**src/rtl/bus_arbiter.sv**
```systemverilog
// Round-robin arbiter for the shared system bus with registered, active-low one-hot grant.
// Define BUS_ARB_PREEMPT_EN to add the hold counter that forces handover after MAX_HOLD cycles.
module bus_arbiter #(
  parameter int unsigned MASTER_CNT = 4,
  parameter int unsigned OWNER_W    = 2,
  parameter int unsigned MAX_HOLD   = 16
) (
  input  logic                  clk,
  input  logic                  reset,
  input  logic [MASTER_CNT-1:0] m_req_,
  output logic [MASTER_CNT-1:0] m_grnt_,
  output logic [OWNER_W-1:0]    owner,
  output logic                  bus_busy,
  output logic                  preempt
);

  if (OWNER_W != $clog2(MASTER_CNT)) begin : g_bad_owner_w
    $error("bus_arbiter: OWNER_W must equal clog2(MASTER_CNT)");
  end
  if (MAX_HOLD < 2 || MAX_HOLD > 32) begin : g_bad_max_hold
    $error("bus_arbiter: MAX_HOLD must fit the 5-bit hold counter");
  end

  logic [OWNER_W-1:0]    owner_q, owner_d;
  logic [OWNER_W-1:0]    pick;
  logic [MASTER_CNT-1:0] grnt_q, grnt_d;
  logic                  owner_req;
  logic                  found;
  logic                  force_handover;

  assign owner_req = ~m_req_[owner_q];

  // Search owner+1 .. owner+CNT-1; the owner itself is covered by the hold path.
  always_comb begin
    pick  = owner_q;
    found = 1'b0;
    for (int unsigned k = 1; k < MASTER_CNT; k++) begin
      if (!found && !m_req_[owner_q + OWNER_W'(k)]) begin
        found = 1'b1;
        pick  = owner_q + OWNER_W'(k);
      end
    end
  end

  always_comb begin
    owner_d = owner_q;
    if ((!owner_req || force_handover) && found) begin
      owner_d = pick;
    end
    grnt_d = ~(MASTER_CNT'(1) << owner_d);
  end

  always_ff @(posedge clk or posedge reset) begin
    if (reset) begin
      owner_q <= '0;
      grnt_q  <= {{(MASTER_CNT-1){1'b1}}, 1'b0};
    end else begin
      owner_q <= owner_d;
      grnt_q  <= grnt_d;
    end
  end

  assign owner    = owner_q;
  assign m_grnt_  = grnt_q;
  assign bus_busy = owner_req;

`ifdef BUS_ARB_PREEMPT_EN
  logic [4:0] hold_q, hold_d;
  logic       preempt_q;

  assign force_handover = owner_req && found && (hold_q == 5'(MAX_HOLD - 1));

  // Count only contended ownership; any handover or lull restarts the window.
  always_comb begin
    hold_d = hold_q + 5'd1;
    if ((owner_d != owner_q) || !(owner_req && found)) begin
      hold_d = '0;
    end
  end

  always_ff @(posedge clk or posedge reset) begin
    if (reset) begin
      hold_q    <= '0;
      preempt_q <= 1'b0;
    end else begin
      hold_q    <= hold_d;
      preempt_q <= force_handover;
    end
  end

  assign preempt = preempt_q;
`else
  assign force_handover = 1'b0;
  assign preempt        = 1'b0;
`endif

endmodule

```
**config.mk**
```make
export PLATFORM = sky130hd
export DESIGN_NAME = bus_arbiter
export DESIGN_NICKNAME = d
export VERILOG_FILES = /design/src/rtl/bus_arbiter.sv
export SDC_FILE = /design/constraint.sdc
export NUM_CORES = 1
export LEC_CHECK = 0
export BUFFER_PORTS_ARGS = -buffer_cell sky130_fd_sc_hd__clkbuf_2
export CAP_MARGIN = 10
export CORE_AREA = 2 2 39 41
export DETAILED_ROUTE_END_ITERATION = 10
export DIE_AREA = 0 0 41 43
export HOLD_SLACK_MARGIN = 0.08
export PLACE_DENSITY = 0.56
export SLEW_MARGIN = 20
export SYNTH_ARGS = -nofsm -noshare
export SYNTH_HDL_FRONTEND = slang
export SYNTH_SLANG_ARGS = --single-unit
```
**constraint.sdc**
```tcl
create_clock -name clk -period 1.5 [get_ports clk]
set_input_delay 0.15 -clock clk [delete_from_list [all_inputs] [get_ports clk]]
set_output_delay 0.15 -clock clk [all_outputs]
set_load 0.01 [all_outputs]
```
==> metrics, run 1 <==
fraction of layout instances using a drive strength above 1=41.5%; Starting DRT DRC Count=9; dpl cell area=515 um^2; Final TNS setup=0 ns; Post-Syn Instances=52; die span in x=around 40 um; synthesized area per cell=8.90 um^2; Max-Cap Viols=0; CTS tree=yes; Setup WS post-layout=about 0.061 ns; setup slack, reg-to-reg=around 0.10 ns; final hold viol count=0; critical setup path kind=flip-flop to output port; Lkg Pwr=0.250 nW; flops & latches, synth=6; Core Area=0.00138 mm^2; Most used DFF post-synth=dfstp_2; total gr overflow=0; R2R depth=5; hold path start=m_req_[0]; Area contributors post-synth=dfstp_2, dfrtp_1, mux4_1, buf_2, o21ai_0; first-pass GRT wire length=1560 um; Synth area leader=dfstp_2; Die ar.=about 0.0018 mm^2; Adder-Cell Fraction of Synth Area=0%; crit path DAT=1.29 ns; ANT nets after route=0; P&R area growth vs syn=21.6%; crit-path cells=mux4_2 -> inv_2 -> buf_6; power density over the cells=1270 mW/mm^2; Worst Hold Depth=2; critical path required time=approximately 1.4 ns; main combinational cell family by area after synthesis=compound AO/OA/AOI/OAI gates; Starting Density=approximately a third; Reg clk slew, reported paths=0.05 ns; ant diodes=0; placed cells=between 70 and 80; Synth Area in Simple Gates=16.5%; fin util=40.7%; maximum vdd drop=0.333 mV; CTS buffer count=3; Net Count, Synth=58; ys async rst share=100%; unrepaired setup endpoints after global routing=false; initial antenna violation count=0; routability cong.=0.769; CP max stage delay=0.52 ns; drt first pass iters=3; reg2reg end=owner[0]$_DFF_PP0_; post-route insts no fill=81; count leader, synth=inv_1; Hold Crit Endpoint=m_grnt_[1]$_DFF_PP1_; sequential fraction of the synthesis area=33.2%; Synth top cells by count=inv_1, buf_2, o21ai_0; Vias=428; Max Clock Freq=about 0.69 GHz; # DRC=0; final instance area=563 um^2; crit share post-route=between 90 and 100%; outcome=finished, final reports clean; Clock Latency Late Sink=0.25 ns; total chip power=0.712 mW; startpoint types=flip-flop; xor and xnor area share after synthesis=0%; Compound-Gate Fraction of Synth Area=29.2%; vias in the first global route=353; H-Tree Depth=1; CP max-delay cell=mux4_2; routed len/inst=12.0 um; synthesized cell area=463 um^2; post-synthesis mux area share=between 5 and 6%; WL final=between 900 and 1000 um; final worst path period need=1.44 ns; CP Capture Type=output port; critical path startpoint=owner[0]$_DFF_PP0_; Synth top area share=17.0%; Worst Path Max Fanout=2; RR Startpoint=owner[0]$_DFF_PP0_; EDFF count, synth=0; Core Rows=14; Warnings, synthesis=0; largest net degree at the start of global routing=16; fin nets=72; Netlist cell types=30; final setup violation count=0; Clock Tree Buf Depth=2; clk root buf=clkbuf_4; Clock Sinks=6; PortBufs=12; class of the worst hold path=input port to flip-flop; clk_skew=0.00360 ns; Post-DP HPWL=around 720 um; Max Slew Vio Count=0; IO Pins=14; Place WS=0.115 ns; DR vias/cell=about 5.3; WHS=0.192 ns; die height=between 40 and 50 um; GRT Total Usage=13.5%
## how the worst max path moves through the flow
stage	slack, ns	to	cells after the start
finish	0.06	bus_busy	3
global route	0.007	bus_busy	3
CTS	0.0005	bus_busy	3
detailed placement	0.12	m_grnt_[2]$_DFF_PP1_	3
global placement	0.14	m_grnt_[2]$_DFF_PP1_	3
floorplan	0.23	bus_busy	2
## layout make-up
cell class | instances | area (um^2)
flip-flops and latches | 6 | 155
repair buffers | 16 | 98.8
inverters | 6 | 25.0
fillers | 156 | 821
clock buffers | 4 | 26.3
multi-input cells | 33 | 238
well taps | 16 | 20.0
## layer usage
| metal | GRT usage, % | part of all wire [%] | up-vias |
|---|---|---|---|
| met5 | 0 | 0 | - |
| li1 | - | - | 216 |
| met2 | 19.7 | 51 | 8 |
| met1 | 16.4 | 42 | 202 |
| met4 | 12.0 | 0.92 | 0 |
| met3 | 1.57 | 5.7 | 2 |
## repair_timing
action	in CTS	in global routing
setup endpoints to repair	1	1
setup buffers	1	0
hold buffers	1	0
endpoints found under the hold margin	6	0
resized for setup	1	4
## report_power, final
part / leakage, nW / switching (mW) / internal (mW)
sequential: 0.0648 / 0.0369 / 0.212
clock: 0.0150 / 0.0625 / 0.101
combinational: 0.170 / 0.149 / 0.151
## critical path: cells and delay by family (launching register included)
kind,cells,cell delay (ns)
buffers and inverters,2,0.15
multiplexers,1,0.52
flip-flops,1,0.37
## flip-flops by register name (all words and copies together), names as in the netlist
signal,cells
m_grnt_,4
owner,2
## logic make-up after synthesis
kind of cell | Yosys count
simple gates | 11
flops | 6
mux | 1
buf+inv | 13
compound gates | 20
other cells | 1
## layout by cell type (no fill, tap or decap)
master and count:
buf_4 3, a31oi_1 3, and2b_2 1, o21ai_0 4, buf_6 1, dfrtp_1 2
a21o_2 1, nand4b_1 1, nand2b_1 1, dfrtp_2 1, mux4_2 1, nand3b_1 2
clkbuf_1 1, dfstp_2 3, nand2_1 1, nor2_1 2, a21boi_0 1, clkbuf_4 3
a21oi_1 1, o21a_1 1, dlygate4sd3_1 1, o31ai_1 2, nor4bb_1 1, inv_4 1
a211oi_1 2, and3b_1 1, a222oi_1 1, o22ai_1 3, clkbuf_2 11, or4_1 1
a22o_1 1, inv_1 4, inv_2 1, conb_1 1
Note: power is estimated with default switching activity, not from simulation.
==> inputs of run 2 (changes only) <==
- CTS_BUF_LIST: not set -> sky130_fd_sc_hd__clkbuf_16
==> metrics, run 2 (same netlist as run 1, synthesis figures left out) <==
final setup violation count=0 (unchanged); power density over the cells=1610 mW/mm^2 (was 1270 mW/mm^2); H-Tree Depth=1 (unchanged); crit path DAT=1.27 ns (was 1.29 ns); outcome=finished, final reports clean (unchanged); commonest cells after routing, fill and taps aside=clkbuf_2, inv_1, o21ai_0 (unchanged); Bufs and invs on worst path=2 (unchanged); Clock Tree Buf Depth=2 (unchanged); ANT nets after route=0 (unchanged); first-pass GRT wire length=1580 um (was 1560 um); P&R area growth vs syn=31.6% (was 21.6%); final hold viol count=0 (unchanged); Lkg Pwr=0.276 nW (was 0.250 nW); unrepaired setup endpoints after global routing=false (unchanged); IO Pins=14 (unchanged); Final TNS setup=0 ns (unchanged); Clock Latency Late Sink=0.23 ns (was 0.25 ns); PortBufs=12 (unchanged); critical path required time=1.35 ns (about the same); max reg flops=4 (unchanged); CTS tree=yes (unchanged); fill cell count=152 (was 156); CP max-delay cell=mux4_2 (unchanged); Max Slew Vio Count=0 (unchanged); vias in the first global route=346 (was 353); total gr overflow=0 (unchanged); Core Area=0.00138 mm^2 (unchanged); clk_skew=0.000699 ns (was 0.00360 ns); startpoint types=flip-flop (unchanged); DR vias/cell=5.48 (was 5.28); Starting Density=33.5% (unchanged); die span in x=41 um (unchanged); clk root buf=clkbuf_16 (was clkbuf_4); die height=43 um (unchanged); CP Capture Type=output port (unchanged); final worst path period need=1.42 ns (was 1.44 ns); WL final=1000 um (was 976 um); class of the worst hold path=input port to flip-flop (unchanged); routability cong.=0.769 (unchanged); Multi-input gate area=238 um^2 (unchanged); fin util=44.0% (was 40.7%); crit share post-route=94.8% (was 95.9%); fin nets=72 (unchanged); CTS buffer count=3 (unchanged); Die ar.=0.00176 mm^2 (unchanged); crit-path cells=mux4_2 -> inv_1 -> clkbuf_2 (was mux4_2 -> inv_2 -> buf_6); routed len/inst=12.4 um (was 12.0 um); Post-DP HPWL=718 um (unchanged); CP max stage delay=0.50 ns (was 0.52 ns); storage element area=155 um^2 (unchanged); critical setup path kind=flip-flop to output port (unchanged); GRT Total Usage=13.7% (was 13.5%); Clock Sinks=6 (unchanged); post-route insts no fill=81 (unchanged); Reg clk slew, reported paths=0.03 ns (was 0.05 ns); Max-Cap Viols=0 (unchanged); # DRC=0 (unchanged); placed cells=75 (unchanged); largest net degree at the start of global routing=16 (unchanged); initial antenna violation count=0 (unchanged); total chip power=0.981 mW (was 0.712 mW); Max Clock Freq=0.703 GHz (was 0.695 GHz); Core Rows=14 (unchanged); Vias=444 (was 428); maximum vdd drop=0.490 mV (was 0.333 mV); drt first pass iters=6 (was 3); Worst Path Max Fanout=2 (unchanged); fraction of layout instances using a drive strength above 1=40.0% (was 41.5%); ant diodes=0 (unchanged); Top delay family on crit path=multiplexers (unchanged); most common cell after layout, fill and taps aside=clkbuf_2 (unchanged); Starting DRT DRC Count=15 (was 9)
[run 2: cell count changes in the layout (fill, tap and decap cells not counted), sizes merged]
cell,before,now
buf,4,3
inv,6,7
[run 2: worst paths after layout]
path                                     from              endpoint  slack, ns  cells past startpoint
min                                 m_req_[0]  m_grnt_[1]$_DFF_PP1_       0.21                      2
max reg2reg                owner[0]$_DFF_PP0_    owner[0]$_DFF_PP0_       0.11                      5
min reg2reg                owner[1]$_DFF_PP0_    owner[0]$_DFF_PP0_       0.69                      1
max in group asynchronous               reset  m_grnt_[1]$_DFF_PP1_       0.90                      3
min in group asynchronous               reset    owner[0]$_DFF_PP0_       0.35                      3
max                        owner[0]$_DFF_PP0_              bus_busy       0.08                      3
[run 2: per-layer routing]
layer  global-route usage [%]  wire (um)  vias up
met5                        0          0        -
met4                     10.0         22        0
met3                     4.71         91        3
met2                     19.1        480       22
met1                     16.7        410      206
li1                         -          -      213
[run 2: cell type report]
| type | instances | share of cell area (%) |
|---|---|---|
| clock buffers | 3 | 12.3 |
| multi-input cells | 33 | 39.0 |
| clock inverters | 1 | 0.616 |
| repair buffers | 16 | 15.2 |
| flip-flops and latches | 6 | 25.5 |
| inverters | 6 | 4.11 |
| well taps | 16 | 3.29 |
[run 2: through the flow]
stage                     area, um^2  hold slack, ns  worst slack [ns]
after CTS                        612           0.210            0.0136
after global routing             609           0.224            0.0123
after floorplan                  463         -0.0612             0.229
final                            609           0.213            0.0782
after detailed placement         515          0.0523             0.115
after global placement           515          0.0510             0.138
[run 2: report_power, final]
| part | total (mW) | internal, mW | switching [mW] |
|---|---|---|---|
| sequential | 0.249 | 0.213 | 0.0361 |
| clock | 0.444 | 0.346 | 0.0980 |
| combinational | 0.287 | 0.141 | 0.146 |
[run 2: timing repair]
action / CTS / global route
buffers inserted: 1 / 0
hold buffers: 1 / 0
endpoints found under the setup margin: 1 / 1
resized for setup: 0 / 2
hold endpoints to repair: 6 / 0
[run 2: worst register-to-register path: stages (launching register included)]
cell,delay (ns)
dfrtp_1,0.36
buf_4,0.14
buf_4,0.14
nor2_1,0.06
a21o_2,0.19
a222oi_1,0.37
